===== config.mk =====
export PLATFORM = sky130hd
export DESIGN_NAME = sram_bus_arbiter
export DESIGN_NICKNAME = d
export VERILOG_FILES = /design/src/rtl/sram_arb_pkg.sv /design/src/rtl/sram_addr_decode.sv /design/src/rtl/sram_bus_arbiter.sv
export SDC_FILE = /design/constraint.sdc
export NUM_CORES = 1
export LEC_CHECK = 0
export CORE_AREA = 2 2 151 153
export DETAILED_ROUTE_END_ITERATION = 8
export DIE_AREA = 0 0 153 155
export PLACE_DENSITY_LB_ADDON = 0.25
export SYNTH_ARGS = -nofsm -noshare
export SYNTH_HDL_FRONTEND = slang
export SYNTH_HIERARCHICAL = 1
export SYNTH_SLANG_ARGS = --single-unit

===== constraint.sdc =====
create_clock -name clk -period 4.7 [get_ports clk]
set_clock_uncertainty 0.05 [all_clocks]
set_input_delay 0.94 -clock clk [delete_from_list [all_inputs] [get_ports clk]]
set_output_delay 0.94 -clock clk [all_outputs]
set_load 0.03 [all_outputs]

===== src/rtl/sram_arb_pkg.sv =====
// Shared types and default address windows for the CPU SRAM-port arbiter.
// Window sizes are fixed at 4 MB per RAM; the counter address is used only with ARB_PERF_EN.
package sram_arb_pkg;

  typedef enum logic [1:0] {
    NONE = 2'd0,
    BASE = 2'd1,
    EXT  = 2'd2,
    CNT  = 2'd3
  } target_t;

  typedef enum logic {
    S_NORM  = 1'b0,
    S_IPRIO = 1'b1
  } arb_state_t;

  localparam logic [31:0] BASE_LO_DEF  = 32'h8000_0000;
  localparam logic [31:0] EXT_LO_DEF   = 32'h8040_0000;
  localparam logic [31:0] CNT_ADDR_DEF = 32'hBFD0_0400;
  localparam logic [31:0] WIN_BYTES    = 32'h0040_0000;
  localparam int          RAM_AW_DEF   = 20;

endpackage


===== src/rtl/sram_addr_decode.sv =====
// Byte address -> target decode for the data port.
// The CNT target exists only when ARB_PERF_EN is defined; otherwise CNT_ADDR is unmapped.
module sram_addr_decode
  import sram_arb_pkg::*;
#(
  parameter logic [31:0] BASE_LO  = BASE_LO_DEF,
  parameter logic [31:0] EXT_LO   = EXT_LO_DEF,
  parameter logic [31:0] CNT_ADDR = CNT_ADDR_DEF
) (
  input  logic [31:0] addr,
  output target_t     target
);

  logic [31:0] base_off;
  logic [31:0] ext_off;

  // Offset compare keeps the window test correct for any window alignment.
  assign base_off = addr - BASE_LO;
  assign ext_off  = addr - EXT_LO;

  always_comb begin
    target = NONE;
    if (base_off < WIN_BYTES) begin
      target = BASE;
    end else if (ext_off < WIN_BYTES) begin
      target = EXT;
`ifdef ARB_PERF_EN
    end else if (addr == CNT_ADDR) begin
      target = CNT;
`else
    end else if (addr == CNT_ADDR) begin
      target = NONE;
`endif
    end
  end

endmodule


===== src/rtl/sram_bus_arbiter.sv =====
// Routes the CPU inst/data SRAM ports onto base and ext RAM, arbitrating base RAM.
// Define ARB_PERF_EN to add a memory-mapped base-RAM conflict counter at CNT_ADDR.
module sram_bus_arbiter
  import sram_arb_pkg::*;
#(
  parameter logic [31:0] BASE_LO  = BASE_LO_DEF,
  parameter logic [31:0] EXT_LO   = EXT_LO_DEF,
  parameter int          RAM_AW   = RAM_AW_DEF,
  parameter logic [31:0] CNT_ADDR = CNT_ADDR_DEF
) (
  input  logic              clk,
  input  logic              resetn,
  input  logic              inst_sram_en,
  input  logic [3:0]        inst_sram_we,
  input  logic [31:0]       inst_sram_addr,
  input  logic [31:0]       inst_sram_wdata,
  output logic [31:0]       inst_sram_rdata,
  input  logic              data_sram_en,
  input  logic [3:0]        data_sram_we,
  input  logic [31:0]       data_sram_addr,
  input  logic [31:0]       data_sram_wdata,
  output logic [31:0]       data_sram_rdata,
  output logic              cpu_stall,
  output logic              bus_err,
  output logic              base_en,
  output logic [3:0]        base_we,
  output logic [RAM_AW-1:0] base_addr,
  output logic [31:0]       base_wdata,
  input  logic [31:0]       base_rdata,
  output logic              ext_en,
  output logic [3:0]        ext_we,
  output logic [RAM_AW-1:0] ext_addr,
  output logic [31:0]       ext_wdata,
  input  logic [31:0]       ext_rdata
);

  target_t    data_tgt;
  arb_state_t state_reg, state_next;
  target_t    rsp_i_reg, rsp_d_reg, rsp_d_next;
  logic [31:0] hold_i_reg, hold_d_reg;
  logic        err_reg;
  logic [31:0] cnt_val;

  logic data_base, conflict, grant_inst, grant_data, stall_raw, data_unmapped;

  sram_addr_decode #(
    .BASE_LO  (BASE_LO),
    .EXT_LO   (EXT_LO),
    .CNT_ADDR (CNT_ADDR)
  ) u_data_decode (
    .addr   (data_sram_addr),
    .target (data_tgt)
  );

  assign data_base     = data_sram_en && (data_tgt == BASE);
  assign conflict      = inst_sram_en && data_base;
  assign data_unmapped = data_sram_en && (data_tgt == NONE);

  // Alternating priority: data wins a conflict, then inst wins the very next cycle.
  always_comb begin
    state_next = S_NORM;
    grant_inst = 1'b0;
    grant_data = 1'b0;
    stall_raw  = 1'b0;
    case (state_reg)
      S_NORM: begin
        if (conflict) begin
          grant_data = 1'b1;
          stall_raw  = 1'b1;
          state_next = S_IPRIO;
        end else begin
          grant_inst = inst_sram_en;
          grant_data = data_base;
        end
      end
      S_IPRIO: begin
        grant_inst = inst_sram_en;
        grant_data = data_base && !inst_sram_en;
      end
      default: state_next = S_NORM;
    endcase
  end

  assign cpu_stall = stall_raw && resetn;

  // Base RAM port: inst takes it when granted, otherwise the data port.
  always_comb begin
    base_en    = resetn && (grant_inst || grant_data);
    base_we    = 4'b0000;
    base_addr  = data_sram_addr[RAM_AW+1:2];
    base_wdata = data_sram_wdata;
    if (grant_inst) begin
      base_addr  = inst_sram_addr[RAM_AW+1:2];
      base_wdata = inst_sram_wdata;
      if (resetn) base_we = inst_sram_we;
    end else if (grant_data && resetn) begin
      base_we = data_sram_we;
    end
  end

  assign ext_en    = resetn && data_sram_en && (data_tgt == EXT);
  assign ext_we    = ext_en ? data_sram_we : 4'b0000;
  assign ext_addr  = data_sram_addr[RAM_AW+1:2];
  assign ext_wdata = data_sram_wdata;

  always_comb begin
    rsp_d_next = NONE;
    if (data_sram_en) begin
      case (data_tgt)
        BASE:    rsp_d_next = grant_data ? BASE : NONE;
        EXT:     rsp_d_next = EXT;
        CNT:     rsp_d_next = CNT;
        default: rsp_d_next = NONE;
      endcase
    end
  end

  always_ff @(posedge clk or negedge resetn) begin
    if (!resetn) begin
      state_reg  <= S_NORM;
      rsp_i_reg  <= NONE;
      rsp_d_reg  <= NONE;
      hold_i_reg <= 32'h0;
      hold_d_reg <= 32'h0;
      err_reg    <= 1'b0;
    end else begin
      state_reg  <= state_next;
      rsp_i_reg  <= grant_inst ? BASE : NONE;
      rsp_d_reg  <= rsp_d_next;
      hold_i_reg <= inst_sram_rdata;
      hold_d_reg <= data_sram_rdata;
      err_reg    <= data_unmapped;
    end
  end

  assign inst_sram_rdata = (rsp_i_reg == BASE) ? base_rdata : hold_i_reg;
  assign bus_err         = err_reg;

  // An unmapped access reads as zero, which then becomes the held value.
  always_comb begin
    data_sram_rdata = hold_d_reg;
    if (err_reg) begin
      data_sram_rdata = 32'h0;
    end else begin
      case (rsp_d_reg)
        BASE:    data_sram_rdata = base_rdata;
        EXT:     data_sram_rdata = ext_rdata;
        CNT:     data_sram_rdata = cnt_val;
        default: data_sram_rdata = hold_d_reg;
      endcase
    end
  end

`ifdef ARB_PERF_EN
  logic [31:0] cnt_reg;
  logic        cnt_wr;

  assign cnt_wr = data_sram_en && (data_tgt == CNT) && (data_sram_we != 4'b0000);

  // A clearing write takes precedence over a same-cycle increment.
  always_ff @(posedge clk or negedge resetn) begin
    if (!resetn) begin
      cnt_reg <= 32'h0;
    end else if (cnt_wr) begin
      cnt_reg <= 32'h0;
    end else if (cpu_stall) begin
      cnt_reg <= cnt_reg + 32'd1;
    end
  end

  assign cnt_val = cnt_reg;
`else
  assign cnt_val = 32'h0;
`endif

endmodule

==> metrics.txt, run 1 <==
Post-CTS Hold Fix Bufs 0; Post-Synth Adder-Cell Area 0; Sinks on Clock Net 69; maximum buffer depth of the clock tree 2; post-synthesis average cell area 11.5 µm²; Yosys reg bits just under 70; die width about 150 µm; PostCTS Resize Cnt 0; slew margin rel. 0.365; Arrival @ worst endpoint approximately 3.5 ns; I/O Pins around 380; post-synthesis mux area share 0.326; WL per Instance around 19 µm; Worst Max-Slew Pin Slew 0.950 ns; CTS tree done; multi-input logic area 2140 µm²; simple-gate share of the synthesized area 0.107; ratio of cells with drive above 1 in the final layout 0.187; grt ovf 0; Critical Path End Type primary output; number of library cell types mapped by synthesis 29; Peak VDD IR between 0.00015 and 0.0002 V; antenna violations before repair 0; first-pass GRT wire length 26700 µm; Setup TNS 0 ns; Num CTS Buffers 9; register area roughly 1700 µm²; Starting Density 0.200; CP Class in2out; Clock Latency Late Sink roughly 0.34 ns; DRT iter0 DRCs approximately 160; 1st-pass router iterations 4; final count of hold timing violations 0; maxcap violations 0; # DRC 0; DR vias/cell about 4.1; nets 899; Synth Instances 385; syn nets just under 600; fmax between 200 and 250 MHz; largest net degree at the start of global routing a little over 60; number of global-route vias before repair around 4200; # fillers roughly 2200; dpl cells about 970; max-slew violation count 0; Synth Area in XOR/XNOR 0; WP data required between 3 and 4 ns; Root Driver clkbuf_16; CP Max Fanout 5; die area around 24000 µm²; Startpoint Class input port; Layout area overhead 85.1%; GPL Wtd Cong 0.818; post-route ant nets 0; largest family of logic cells by synthesized area multiplexers; Placeable Area roughly 22000 µm²; CTS HTree Levels 3; IO buf count roughly 370; outcome complete, no violations; PwrDens roughly 250 nW/µm²; final wirelength approximately 18000 µm; All-Layer GR Usage 0.148; Finished Layout Cells a little under 1000; Compound-Gate Fraction of Synth Area 0.0478; Yosys warnings 6; Die Y 155 µm; sequential element share of the synthesized area 0.388; Hold Path Class in2async; postcts setup bufs 0; unrepaired setup endpoints after global routing false; Setup Viol. Count Final 0; leak pwr about 3.3 nW; Final period util 0.946; crit path time final between 4 and 5 ns; mapped cell area between 4000 and 5000 µm²; routed vias roughly 4000; FP Rows between 50 and 60; Diodes inserted 0; Worst-path clk slew about 0.060 ns; Detail Placement HPWL between 10000 and 15000 µm
==> path summary, 6_finish.rpt <==
check,startpoint,to,slack [ns],cells past startpoint
min in group clk,hold_i_reg[22],hold_i_reg[22],0.43,1
worst min-delay path,resetn,hold_i_reg[6],0.40,1
worst min register to register,hold_i_reg[22],hold_i_reg[22],0.43,1
max in group asynchronous,resetn,hold_d_reg[7],3.14,2
worst max-delay path,data_sram_addr[27],base_we[0],0.25,7
worst max register to register,rsp_d_reg[1],hold_d_reg[26],2.94,3
==> kinds of logic (layout without fill, tap and decap cells) <==
kind of cell / after synthesis / in the layout
muxes: 116 / 116
and+or+nand+nor: 85 / 85
buffers and inverters: 77 / 392
DFF: 69 / 69
AOI/OAI and AO/OA: 38 / 38
==> synth_stat cells <==
master    number  share of area
and4bb_4       1         0.0037
nor2_1         1        0.00084
a22o_1         4         0.0079
or2_1         16          0.023
and4_1         1         0.0020
o21a_1         1         0.0017
nor4_1         2         0.0028
clkbuf_1      11         0.0093
mux2_2         2         0.0051
mux2i_1       32          0.072
a21oi_1       32          0.036
mux2_1        33          0.084
and3b_1        2         0.0039
nand2_1       34          0.029
mux2_4        49           0.17
inv_2          1        0.00084
buf_4         52          0.088
and3_1         2         0.0028
buf_6          1         0.0025
and4b_1        1         0.0023
nor2b_1        1         0.0014
and2_1         6         0.0084
buf_2          7         0.0079
or2_0         16          0.023
o211a_1        1         0.0023
nand2b_4       1         0.0031
dfrtp_1       69           0.39
buf_12         5          0.023
nor3b_1        1         0.0017
==> layout by cell type (no fill, tap or decap), drive strengths merged, types with 2 or more instances in the layout <==
| master | n |
|---|---|
| a22o | 4 |
| and3b | 2 |
| and2 | 6 |
| clkdlybuf4s50 | 317 |
| mux2 | 84 |
| nand2 | 34 |
| nor4 | 2 |
| a21oi | 32 |
| buf | 58 |
| or2 | 32 |
| mux2i | 32 |
| clkinvlp | 2 |
| and3 | 2 |
| clkbuf | 11 |
| dfrtp | 69 |
| clkinv | 2 |
==> final cells by class <==
class / count / area share
Clock inverter: 5 / 0.00715
Timing Repair Buffer: 375 / 0.448
Sequential cell: 69 / 0.210
Multi-Input combinational cell: 239 / 0.261
Clock buffer: 11 / 0.0307
Tap cell: 285 / 0.0433
Inverter: 1 / 0.000456
==> metal layers <==
layer / up-vias / GRT usage / wire length [µm]
li1: 1894 / - / -
met1: 1910 / 0.192 / 7910
met2: 191 / 0.245 / 8870
met3: 19 / 0.0401 / 1370
met4: 0 / 0.0410 / 246
met5: - / 0 / 0
==> through the flow <==
step | cell area [µm²] | total power [mW] | hold slack (ns) | util | worst slack (ns)
finish | 8230 | 2.02 | 0.402 | 0.370 | 0.252
floorplan | 4450 | 0.985 | 0.522 | - | 1.20
global route | 8230 | 2.10 | 0.398 | 0.370 | 0.0486
CTS | 8230 | 2.05 | 0.389 | 0.370 | 0.268
detailed placement | 7920 | 1.33 | 0.419 | 0.356 | 0.274
global placement | 7920 | 1.32 | 0.415 | 0.356 | 0.278
==> power by group <==
part	leakage (nW)	switching [mW]	internal [mW]	total, mW
Clock	0.148	0.267	0.439	0.706
Sequential	0.884	0.0126	0.622	0.635
Combinational	2.28	0.325	0.352	0.677
Total	3.32	0.605	1.41	2.02
==> worst max-delay path: stages <==
cell,delay (ns)
clkdlybuf4s50_1,0.47
nor4_1,0.33
and4_1,0.32
and4bb_4,0.26
nor2_1,0.24
a22o_1,0.22
clkdlybuf4s50_1,0.68
(Power assumes the default switching activity.)
==> inputs of run 2 (changes only) <==
- MAX_ROUTING_LAYER: not set -> met4
- PLACE_DENSITY_LB_ADDON: 0.25 -> not set
==> run 2 against run 1 <==
- worst hold slack got worse by 0.061 ns
- combinational power grew 0.6%
- total power is 4.7% higher
- maximum frequency hardly changed
- largest power group unchanged
==> metrics.txt, run 2 (synthesis results as in run 1) <==
outcome complete, no violations; antenna violations before repair 16; Logic pwr share 0.322; Setup Viol. Count Final 0; Sinks on Clock Net 69; register area approximately 1700 µm²; Setup WS post-layout roughly 0.25 ns; # fillers ~2200; post-route ant nets 0; All-Layer GR Usage 0.172; Startpoint Class input port; Post-CTS Hold Fix Bufs 0; first-pass GRT wire length 29100 µm; WL per Instance 20.5 µm; routed vias around 4000; maxcap violations 0; GPL Wtd Cong 0.844; Sw Share 0.294; DR vias/cell about 4.0; CP Class in2out; CP Max Fanout 25; Worst-path clk slew roughly 0.060 ns; Root Driver clkbuf_16; Starting Density 0.200; I/O Pins ~380; unrepaired setup endpoints after global routing false; die area 23700 µm²; Clock Power Share 0.378; Clock Latency Late Sink 0.34 ns; IO buf count 369; Layout area overhead 86.4%; PwrDens between 200 and 300 nW/µm²; crit path time final roughly 4.5 ns; die width 153 µm; CTS HTree Levels 3; # DRC 0; grt ovf 0; WP data required 3.71 ns; Final period util 0.947; nets 902; Hold Path Class in2async; fmax 225 MHz; FP Rows 55; Worst R2R Start rsp_d_reg[1]; pre-CTS setup slack around 0.28 ns; final wirelength slightly above 20000 µm; maximum buffer depth of the clock tree 2; Num CTS Buffers 9; Worst Setup SP data_sram_addr[24]; postcts setup bufs 0; DRT iter0 DRCs approximately 110; final count of hold timing violations 0; max-slew violation count 0; Critical Path End Type primary output; Arrival @ worst endpoint 3.46 ns; largest net degree at the start of global routing between 60 and 70; Setup TNS 0 ns; CTS tree done; Core Util, Final 0.373; Worst Max-Slew Pin Slew ~0.95 ns; slew margin rel. 0.367; commonest non-fill, non-tap cell in the layout clkdlybuf4s50_1; Internal Power roughly 1.5 mW; Detail Placement HPWL about 17000 µm; Placeable Area roughly 22000 µm²; most frequent cells in the layout 314 x clkdlybuf4s50_1, 67 x dfrtp_1, 60 x buf_4; Die Y approximately 160 µm; number of global-route vias before repair roughly 4200; ratio of cells with drive above 1 in the final layout 0.195; PostCTS Resize Cnt 0; leak pwr 3.35 nW; Peak VDD IR about 0.00013 V; 1st-pass router iterations 4; multi-input logic area between 2000 and 2500 µm²; sequential share of power 0.300; Sw Pwr between 0.6 and 0.7 mW
run 2: changes by cell type in the layout (fill, tap and decap cells not counted), sizes merged:
| cell | previous run | this run |
|---|---|---|
| clkbuf | 11 | 9 |
| buf | 58 | 64 |
| clkdlybuf4s50 | 317 | 314 |
| diode | 0 | 15 |
| inv | 1 | 3 |
| clkinvlp | 2 | 1 |
| bufinv | 1 | 3 |
| clkinv | 2 | 1 |
run 2: power by group through the flow:
stage                     logic [mW]  registers [mW]  clock network (mW)
after floorplan                0.346           0.638                   0
after global placement         0.686           0.645                   0
after detailed placement       0.686           0.646                   0
after CTS                      0.689           0.635               0.834
after global routing           0.711           0.638               0.852
final                          0.681           0.634               0.798
run 2: cell type report:
class	instances	area share
antenna	15	0.00453
clock buffer	9	0.0272
clock inverter	7	0.0145
inverter	1	0.000453
multi-input combinational	239	0.258
sequential	69	0.209
tap	285	0.0430
timing repair buffer	378	0.443
run 2: worst max-delay path: stages:
cell	delay, ns
clkdlybuf4s50_1	0.40
nor4_1	0.38
and4b_1	0.34
and4bb_4	0.27
nand2b_4	0.18
buf_4	0.42
mux2_4	0.34
buf_4	0.17
run 2: worst paths after layout:
path	to	slack [ns]	depth (start not counted)
setup / recovery	base_addr[0]	0.25	8
hold / removal	state_reg	0.34	1
setup reg to reg	hold_d_reg[9]	2.79	4
hold reg to reg	hold_i_reg[9]	0.43	1
max in group asynchronous	rsp_i_reg[0]	3.07	2
min in group clk	hold_i_reg[9]	0.43	1
run 2: metrics by stage:
step / total power [mW] / std cells / hold slack [ns] / cell area, µm²
floorplan: 0.985 / 385 / 0.522 / 4450
global placement: 1.33 / 972 / 0.413 / 7900
detailed placement: 1.33 / 972 / 0.419 / 7900
CTS: 2.16 / 988 / 0.320 / 8250
global route: 2.20 / 1003 / 0.327 / 8290
finish: 2.11 / 1003 / 0.341 / 8290
run 2: per-layer routing:
metal / global-route usage / up-vias / wire, µm
met5: - / - / 0
met4: 0.0419 / 0 / 187
met3: 0.0786 / 12 / 2150
met2: 0.249 / 172 / 9030
met1: 0.219 / 1917 / 9230
li1: - / 1928 / -
